===== config.mk =====
export PLATFORM = sky130hd
export DESIGN_NAME = fetch_unit_flat
export DESIGN_NICKNAME = d
export VERILOG_FILES = /design/src/rtl/fetch_if.sv /design/src/rtl/fetch_unit.sv /design/src/flat_wrapper.sv
export SDC_FILE = /design/constraint.sdc
export NUM_CORES = 1
export LEC_CHECK = 0
export BUFFER_PORTS_ARGS = -buffer_cell sky130_fd_sc_hd__buf_4
export CORE_ASPECT_RATIO = 2
export CORE_UTILIZATION = 50
export CTS_CLUSTER_DIAMETER = 200
export DETAILED_ROUTE_END_ITERATION = 8
export PLACE_DENSITY = 0.83
export SYNTH_ARGS = -nofsm -noshare
export SYNTH_HDL_FRONTEND = slang
export SYNTH_SLANG_ARGS = --single-unit

===== constraint.sdc =====
create_clock -name clk -period 5.1 [get_ports clk]
set_clock_uncertainty 0.1 [all_clocks]
set_input_delay 0.255 -clock clk [delete_from_list [all_inputs] [get_ports clk]]
set_output_delay 0.255 -clock clk [all_outputs]
set_load 0.05 [all_outputs]

===== src/rtl/fetch_if.sv =====
// fetch_if: bundles the instruction-memory handshake, the branch redirect and the
// decoder-facing instruction outputs of the fetch stage.
// The master modport is the fetch unit. The slave modport is the surrounding
// pipeline together with the instruction memory.
interface fetch_if #(
    parameter int IMEM_AW = 8
);
    logic               imem_req;
    logic [IMEM_AW-1:0] imem_addr;
    logic               imem_ack;
    logic [31:0]        imem_rdata;
    logic               stall;
    logic               branch_valid;
    logic [IMEM_AW-1:0] branch_target;
    logic [31:0]        code;
    logic               code_valid;
    logic [IMEM_AW-1:0] code_pc;
    logic               halted;

    modport master (
        output imem_req, imem_addr, code, code_valid, code_pc, halted,
        input  imem_ack, imem_rdata, stall, branch_valid, branch_target
    );

    modport slave (
        input  imem_req, imem_addr, code, code_valid, code_pc, halted,
        output imem_ack, imem_rdata, stall, branch_valid, branch_target
    );
endinterface


===== src/rtl/fetch_unit.sv =====
// fetch_unit: instruction fetch stage of the 16-bit Harvard processor.
// The stage owns the PC and fetches one 32-bit word at a time over a req/ack
// handshake. It holds the word on code until decode consumes it. A branch redirect
// flushes any fetch that is still in flight.
// Optional feature: define FETCH_HALT_EN to stop fetching after a consumed word
// with opcode 6'b111111. Without the macro, halted is tied to 0.
module fetch_unit #(
    parameter int                 IMEM_AW  = 8,
    parameter logic [IMEM_AW-1:0] RESET_PC = '0
) (
    input  logic    clk,
    input  logic    rst,
    fetch_if.master bus
);

    typedef enum logic [1:0] {
        S_FETCH = 2'd0,
        S_WAIT  = 2'd1,
        S_HOLD  = 2'd2,
        S_HALT  = 2'd3
    } state_t;

    state_t             r_state;
    logic [IMEM_AW-1:0] r_pc;
    logic [IMEM_AW-1:0] r_code_pc;
    logic [31:0]        r_code;
    logic               r_code_valid;
    logic               r_flush;

    logic [IMEM_AW-1:0] w_pc_inc;
    logic               w_halt_op;

    // PC increment wraps modulo 2^IMEM_AW and raises no flag.
    assign w_pc_inc = r_pc + IMEM_AW'(1);

`ifdef FETCH_HALT_EN
    logic r_halted;

    assign w_halt_op  = (r_code[31:26] == 6'b111111);
    assign bus.halted = r_halted;
`else
    assign w_halt_op  = 1'b0;
    assign bus.halted = 1'b0;
`endif

    // The request is decoded from the state. A redirect in FETCH suppresses it so
    // that no request goes out to the stale PC.
    assign bus.imem_req   = (r_state == S_FETCH) && !bus.branch_valid;
    assign bus.imem_addr  = r_pc;
    assign bus.code       = r_code;
    assign bus.code_valid = r_code_valid;
    assign bus.code_pc    = r_code_pc;

    // Fetch FSM: the PC, the flush marker and all registered decoder outputs.
    always_ff @(posedge clk or posedge rst) begin
        if (rst) begin
            r_state      <= S_FETCH;
            r_pc         <= RESET_PC;
            r_flush      <= 1'b0;
            r_code       <= 32'h0;
            r_code_pc    <= RESET_PC;
            r_code_valid <= 1'b0;
`ifdef FETCH_HALT_EN
            r_halted     <= 1'b0;
`endif
        end else begin
            // NOTE: every state register here uses non-blocking assignment. Each
            // branch then reads the pre-edge values of r_pc and r_code, and the
            // result does not depend on statement order.
            case (r_state)
                S_FETCH: begin
                    if (bus.branch_valid) begin
                        r_pc <= bus.branch_target;
                    end else begin
                        r_state <= S_WAIT;
                    end
                end

                S_WAIT: begin
                    if (bus.imem_ack) begin
                        if (bus.branch_valid) begin
                            // Redirect together with the response: drop the data and refetch at once.
                            r_pc    <= bus.branch_target;
                            r_flush <= 1'b0;
                            r_state <= S_FETCH;
                        end else if (r_flush) begin
                            // The response belongs to a path that was already redirected.
                            r_flush <= 1'b0;
                            r_state <= S_FETCH;
                        end else begin
                            r_code       <= bus.imem_rdata;
                            r_code_pc    <= r_pc;
                            r_pc         <= w_pc_inc;
                            r_code_valid <= 1'b1;
                            r_state      <= S_HOLD;
                        end
                    end else if (bus.branch_valid) begin
                        // The memory still owes one response. Remember to discard it.
                        r_pc    <= bus.branch_target;
                        r_flush <= 1'b1;
                    end
                end

                S_HOLD: begin
                    if (bus.branch_valid) begin
                        r_code_valid <= 1'b0;
                        r_pc         <= bus.branch_target;
                        r_state      <= S_FETCH;
                    end else if (!bus.stall) begin
                        r_code_valid <= 1'b0;
`ifdef FETCH_HALT_EN
                        if (w_halt_op) begin
                            r_halted <= 1'b1;
                            r_state  <= S_HALT;
                        end else begin
                            r_state <= S_FETCH;
                        end
`else
                        r_state <= w_halt_op ? S_HALT : S_FETCH;
`endif
                    end
                end

`ifdef FETCH_HALT_EN
                S_HALT: begin
                    if (bus.branch_valid) begin
                        r_pc     <= bus.branch_target;
                        r_halted <= 1'b0;
                        r_state  <= S_FETCH;
                    end
                end
`endif

                default: begin
                    r_state <= S_FETCH;
                end
            endcase
        end
    end

endmodule


===== src/flat_wrapper.sv =====
// flat-port wrapper written by rule: the top's interface ports become plain ports
module fetch_unit_flat 
#(
    parameter int                 IMEM_AW  = 8,
    parameter logic [IMEM_AW-1:0] RESET_PC = '0
)
  (clk, rst, bus_imem_req, bus_imem_addr, bus_code, bus_code_valid, bus_code_pc, bus_halted, bus_imem_ack, bus_imem_rdata, bus_stall, bus_branch_valid, bus_branch_target);
  fetch_if #(.IMEM_AW(IMEM_AW)) bus_i ();
  input  logic clk;
  input  logic rst;
  output wire logic [$bits(bus_i.imem_req)-1:0] bus_imem_req;
  output wire logic [$bits(bus_i.imem_addr)-1:0] bus_imem_addr;
  output wire logic [$bits(bus_i.code)-1:0] bus_code;
  output wire logic [$bits(bus_i.code_valid)-1:0] bus_code_valid;
  output wire logic [$bits(bus_i.code_pc)-1:0] bus_code_pc;
  output wire logic [$bits(bus_i.halted)-1:0] bus_halted;
  input wire logic [$bits(bus_i.imem_ack)-1:0] bus_imem_ack;
  input wire logic [$bits(bus_i.imem_rdata)-1:0] bus_imem_rdata;
  input wire logic [$bits(bus_i.stall)-1:0] bus_stall;
  input wire logic [$bits(bus_i.branch_valid)-1:0] bus_branch_valid;
  input wire logic [$bits(bus_i.branch_target)-1:0] bus_branch_target;
  assign bus_imem_req = bus_i.imem_req;
  assign bus_imem_addr = bus_i.imem_addr;
  assign bus_code = bus_i.code;
  assign bus_code_valid = bus_i.code_valid;
  assign bus_code_pc = bus_i.code_pc;
  assign bus_halted = bus_i.halted;
  assign bus_i.imem_ack = bus_imem_ack;
  assign bus_i.imem_rdata = bus_imem_rdata;
  assign bus_i.stall = bus_stall;
  assign bus_i.branch_valid = bus_branch_valid;
  assign bus_i.branch_target = bus_branch_target;
  fetch_unit #(.IMEM_AW(IMEM_AW), .RESET_PC(RESET_PC)) u_core (.clk(clk), .rst(rst), .bus(bus_i));
endmodule

==> impl_metrics.yaml, run 1 <==
outcome:
  status: "completed"
timing:
  finalCritPeriodShare_pct: 42.3
  hold_ws_ns: 0.0807
  slew_viol_final: 0
  slew_headroom_pct: 29.0
  rsz0062_at_grt: "no"
  tightest_slew_ns: 1.06
  setup_tns_ns: 0
  timing.fmax_ghz: 0.464
  timing_hold_violations_final: 0
  finalCriticalPeriod_ns: 2.16
  finalSetupViolCount: 0
power_and_ir_drop:
  leakage_nw: 1.65
  power_density_mw_per_mm2: 770
  ir_drop_mv: 0.533
final_layout:
  stdcell_area_mm2: 0.00316
  antenna_cells: 0
  final_nets: 305
  drive_above_1_share_pct: 55.6
  area.growth.synth_to_final_pct: 35.9
run:
  maxCapViolCount: 0
logic_synthesis:
  ys_seq_elements: 52
  synthXorXnorAreaFrac_pct: 0
  synth-edff-count: 0
  synth-simple-area-share_pct: 5.27
  synth_area_mm2: 0.00233
  syn_area_per_cell_um2: 14.0
  ys.warnings.count: 0
  synth_top_area_share_pct: 55.9
  ys_seq_area_share_pct: 55.9
  synth_compound_area_share_pct: 9.68
  yosys-top-cells-count: "dfrtp_1 (52), mux2_4 (34), o21ai_0 (10)"
  synth_top_family_by_area: "multiplexers"
  yosysMostFrequentCell: "dfrtp_1"
  synthFlopType: "dfrtp_1"
  synth_adder_area_share_pct: 0.538
  syn_nets: 212
  yosys.area.top_type: "dfrtp_1"
  synth-async-reset-ratio_pct: 100
  syn_inst: 166
  ys_types: 37
  synthTopCellsByArea: "dfrtp_1 (56%), mux2_4 (22%), buf_6 (2.4%), o21ai_0 (2.2%), mux2_2 (1.9%)"
  muxShareOfSynthArea_pct: 23.9
placed_design:
  placed_area_mm2: 0.00303
  place.port_buffers: 94
  dp_hpwl_um: 3690
  place_congestion: 0.776
clock_tree:
  cts_sinks: 52
  cts_tree: "done"
  cts_root_buffer: "clkbuf_8"
  path_clk_slew_ns: 0.09
  cts_setup_buffers: 0
  ctsResizeCount: 0
  cts_buffers: 5
  clock_latency_ns: 0.29
  holdBufCountCts: 0
  cts_max_path_buffers: 2
  h-tree-depth: 2
detailed_routing:
  drtIter0Drc: 23
  vias_per_cell: 5.21
  firstDrtPassIters: 4
  remaining_drc_errors: 0
  vias: 1630
  routedWlPerCell_um: 16.2
  drt_wl_total_um: 5060
  antenna_left: 0
setup_path:
  crit_path_end_kind: "flop"
  required_ns: 5.18
  path_class: "flop to flop"
  cp_slowest_stage_delay_ns: 0.55
  critPathSlowestCell: "or4_2"
  cp.arrival_ns: 2.24
  path_cells: "nand2_4 -> or4_2 -> buf_4 -> mux2_4"
  cp_max_fo: 44
  startpoint_type: "flop"
global_route:
  antenna_found_initial: 0
  track_usage_pct: 21.9
  grt_pass1_wl_um: 8140
  grt_overflow: 0
  grt_pass1_vias: 1690
  grt_max_degree: 53
floorplanning:
  num_rows: 34
  core_area_mm2: 0.00442
  die_w_um: 50.2
  dieHeight_um: 98.5
  top_level_ports: 96
  start_util_pct: 52.6
  die-area_mm2: 0.00495
worst_hold_path:
  hp-class: "input port to flop"
-- critical path, delay by kind of cell (launching register included) --
family / cells / cell delay, ns
buffers and inverters: 1 / 0.35
flip-flops: 1 / 0.52
AND/OR/NAND/NOR: 2 / 0.66
multiplexers: 1 / 0.38
-- power by group --
| group | internal [mW] | leakage (nW) | switching (mW) | total [mW] |
|---|---|---|---|---|
| logic | 0.505 | 0.962 | 0.872 | 1.38 |
| clock network | 0.193 | 0.0642 | 0.126 | 0.319 |
| registers | 0.603 | 0.619 | 0.135 | 0.738 |
| total | 1.30 | 1.65 | 1.13 | 2.43 |
-- logic make-up (layout without fill, tap and decap cells) --
logic type	after synthesis	after routing
flip-flops	52	52
multiplexers	38	38
AO/OA/AOI/OAI	35	35
AND/OR/NAND/NOR	23	23
buffers and inverters	16	109
adder cells (fa/ha/maj)	1	1
other	1	1
-- metrics by stage --
| step | total power [mW] | setup WS (ns) | util, % | std cells |
|---|---|---|---|---|
| floorplan | 1.72 | 3.15 | - | 166 |
| global placement | 2.10 | 3.00 | 68.6 | 306 |
| detailed placement | 2.13 | 2.96 | 68.6 | 306 |
| CTS | 2.45 | 2.94 | 71.5 | 313 |
| global route | 2.54 | 2.83 | 71.5 | 313 |
| finish | 2.43 | 2.94 | 71.5 | 313 |
-- layout by cell type, fill, tap and decap left out, types with 2 or more instances in the layout --
cell       synthesis  layout
a21oi_1            8       8
a22o_1             2       2
and2_1             2       2
buf_4              2      96
bufinv_16          0       2
clkbuf_8           0       5
dfrtp_1           52      52
inv_1              6       5
mux2_2             4       4
mux2_4            34      34
nand2_1            7       7
nand3_1            2       2
nor2_1             4       4
o21ai_0           10      10
o22ai_1            2       2
o31ai_1            2       2
-- state kept, by name, indices dropped and copies added (netlist names) --
| signal | count |
|---|---|
| u_core.bus.code | 32 |
| u_core.bus.code_pc | 8 |
| u_core.bus.imem_addr | 8 |
| u_core.r_state | 2 |
| u_core.bus.code_valid | 1 |
| u_core.r_flush | 1 |
-- routing by layer --
metal	vias to the layer above	routed length [um]	global-route usage [%]
li1	772	-	-
met1	801	1900	24.8
met2	51	2880	38.9
met3	6	191	4.17
met4	0	95	8.57
met5	-	0	0
-- cell type report --
cell class | count | area [um^2]
repair buffers | 96 | 721
fillers | 351 | 1260
inverters | 6 | 22.5
clock inverters | 2 | 60.1
multi-input cells | 98 | 921
well taps | 54 | 67.6
flip-flops and latches | 52 | 1300
clock buffers | 5 | 68.8
-- final timing paths --
kind,slack (ns),from,end,depth (start not counted)
min in group asynchronous,0.12,rst,u_core.bus.code[20],2
worst max-delay path,2.94,u_core.r_state[0],u_core.bus.code_pc[6],4
worst min register to register,0.39,u_core.bus.code_pc[4],u_core.bus.code_pc[4],2
max in group asynchronous,4.11,rst,u_core.bus.code[30],2
worst min-delay path,0.08,bus_imem_rdata[10],u_core.bus.code[10],2
worst max register to register,2.94,u_core.r_state[0],u_core.bus.code_pc[6],4
(Power assumes the default switching activity.)
==> inputs of run 2 (changes only) <==
--- a/config.mk
+++ b/config.mk
@@ -7,10 +7,10 @@
 export LEC_CHECK = 0
 export BUFFER_PORTS_ARGS = -buffer_cell sky130_fd_sc_hd__buf_4
 export CORE_ASPECT_RATIO = 2
-export CORE_UTILIZATION = 50
+export CORE_UTILIZATION = 43
 export CTS_CLUSTER_DIAMETER = 200
 export DETAILED_ROUTE_END_ITERATION = 8
-export PLACE_DENSITY = 0.83
+export PLACE_DENSITY = 0.76
 export SYNTH_ARGS = -nofsm -noshare
 export SYNTH_HDL_FRONTEND = slang
 export SYNTH_SLANG_ARGS = --single-unit
==> constraint.sdc (replaced) <==
create_clock -name clk -period 1.75 [get_ports clk]
set_clock_uncertainty 0.1 [all_clocks]
set_input_delay 0.0875 -clock clk [delete_from_list [all_inputs] [get_ports clk]]
set_output_delay 0.0875 -clock clk [all_outputs]
set_load 0.05 [all_outputs]
==> run 2 against run 1 <==
Net effect: final area grew 15%; clock power increased to 2.6 times the previous value; critical path depth fell by 1; flip-flop and latch count unchanged; utilization down 1.6 points; cell count increased by 15%; combinational power increased to 3.1 times the previous value; sequential power grew to 2.9 times the previous value; power grew to 2.9 times the previous value; non-clock buffer count grew 43; critical path type unchanged; critical endpoint is now u_core.bus.code_pc[2].
==> impl_metrics.yaml, run 2 (synthesized netlist as in run 1, its figures left out) <==
power_and_ir_drop:
  finalPower_mw: 7.18
  ir_drop_mv: 1.33
  leakage_nw: 1.84
  power_density_mw_per_mm2: 1980
worst_hold_path:
  min_path_cells: 3
  hold_start: "bus_branch_target[4]"
  hp-class: "input port to flop"
  hold_end: "u_core.bus.imem_addr[4]"
timing:
  slew_viol_final: 0
  finalCriticalPeriod_ns: 1.70
  slew_headroom_pct: 64.5
  finalSetupViolCount: 0
  setup_tns_ns: 0
  timing.fmax_ghz: 0.587
  timing_hold_violations_final: 0
  tightest_slew_ns: 0.531
  rsz0062_at_grt: "no"
  finalCritPeriodShare_pct: 97.4
setup_path:
  startpoint_type: "flop"
  cp_slowest_stage_delay_ns: 0.58
  cp.arrival_ns: 1.79
  r2r_setup_slack_ns: 0.05
  r2r-end: "u_core.bus.code_pc[2]"
  required_ns: 1.84
  path_class: "flop to flop"
  cp_max_fo: 20
  r2r_start: "u_core.r_state[1]"
  rr_worst_depth: 3
  critPathSlowestCell: "or4_4"
  crit_path_end_kind: "flop"
  path_cells: "or4_4 -> buf_12 -> mux2_4"
outcome:
  status: "completed"
detailed_routing:
  remaining_drc_errors: 0
  vias_per_cell: 5.15
  routedWlPerCell_um: 16.3
  firstDrtPassIters: 4
  antenna_left: 0
  drt_wl_total_um: 5880
  drtIter0Drc: 46
  vias: 1859
placed_design:
  place_congestion: 0.845
  place.port_buffers: 94
  dp_hpwl_um: 3780
clock_tree:
  cts_root_buffer: "clkbuf_8"
  path_clk_slew_ns: 0.09
  h-tree-depth: 2
  cts_max_path_buffers: 2
  cts_tree: "done"
  cts_buffers: 5
  cts_sinks: 52
  clock_latency_ns: 0.30
run:
  maxCapViolCount: 0
floorplanning:
  die_w_um: 54.0
  num_rows: 37
  top_level_ports: 96
  dieHeight_um: 106
  start_util_pct: 44.9
  die-area_mm2: 0.00573
  core_area_mm2: 0.00518
global_route:
  grt_pass1_wl_um: 8940
  grt_pass1_vias: 1846
  track_usage_pct: 21.6
  grt_overflow: 0
  antenna_found_initial: 0
  grt_max_degree: 29
final_layout:
  drive_above_1_share_pct: 52.1
  area.growth.synth_to_final_pct: 55.6
  final_nets: 348
  layout_commonest_cell: "buf_4"
  antenna_cells: 0
  largest_reg_flops: 32
  most-common-layout-cells: "buf_4 (101), dfrtp_1 (48), dlygate4sd3_1 (35), mux2_4 (34), o21ai_0 (10)"
==> run 2: changes by cell type in the layout (fill, tap and decap cells not counted) <==
cell	previous run	this run
dlygate4sd3_1	0	35
buf_4	96	101
dfrtp_1	52	48
dfrtp_2	0	4
buf_12	0	2
buf_16	0	1
bufinv_16	2	1
clkinvlp_4	0	1
inv_6	0	1
nor3_1	1	0
nor3_2	0	1
or4_2	1	0
or4_4	0	1
==> run 2: per-stage QoR <==
| step | std cells | instance area (um^2) | utilization [%] | worst slack [ns] | hold WS (ns) |
|---|---|---|---|---|---|
| after floorplan | 166 | 2340 | - | -0.0305 | 0.130 |
| after global placement | 317 | 3130 | 60.3 | -0.0949 | 0.0673 |
| after detailed placement | 317 | 3130 | 60.3 | -0.120 | 0.0726 |
| after CTS | 361 | 3620 | 69.8 | 0.0518 | 0.00620 |
| after global routing | 361 | 3620 | 69.8 | 0.0184 | 0.00580 |
| final | 361 | 3620 | 69.8 | 0.0454 | 0.0125 |
==> run 2: how the worst max path moves through the flow <==
stage | slack, ns | cells past startpoint | to | from
after detailed placement | -0.12 | 3 | u_core.bus.code[22] | u_core.r_state[1]
after global routing | 0.02 | 3 | u_core.bus.code[19] | u_core.r_state[1]
after floorplan | -0.03 | 3 | u_core.bus.imem_addr[7] | u_core.bus.imem_addr[5]
final | 0.05 | 3 | u_core.bus.code_pc[2] | u_core.r_state[1]
after global placement | -0.09 | 3 | u_core.bus.code[28] | u_core.r_state[1]
after CTS | 0.05 | 3 | u_core.bus.code[22] | u_core.r_state[1]
==> run 2: worst max-delay path: cells and delay by family, from the launching register on <==
kind	cells	cell delay [ns]
buffers and inverters	1	0.21
flip-flops	1	0.39
multiplexers	1	0.30
AND/OR/NAND/NOR	1	0.58
==> run 2: cell type report <==
cell class                 instances  area, um^2
fill                             381        1560
sequential                        52        1310
timing repair buffer             139        1180
multi-input combinational         98         928
tap                               58        72.6
clock buffer                       5        68.8
clock inverter                     3        46.3
inverter                           6        22.5
==> run 2: layer usage <==
layer  track usage (%)  up-vias  share of wire, %
met2              37.4       72                56
met5                 0        -                 0
met3              3.43       12               5.0
met4              10.6        0               3.4
li1                  -      864                 -
met1              24.3      911                36
==> run 2: power by group <==
group          switching (mW)  internal [mW]
combinational            2.61           1.59
clock                   0.400          0.431
sequential              0.380           1.76
total                    3.39           3.79
==> run 2: repair_timing <==
| action | CTS | global route |
|---|---|---|
| setup buffers | 0 | 0 |
| resized for setup | 2 | 0 |
| hold buffers | 35 | 0 |
| endpoints found under the setup margin | 38 | 0 |
| hold endpoints to repair | 59 | 0 |
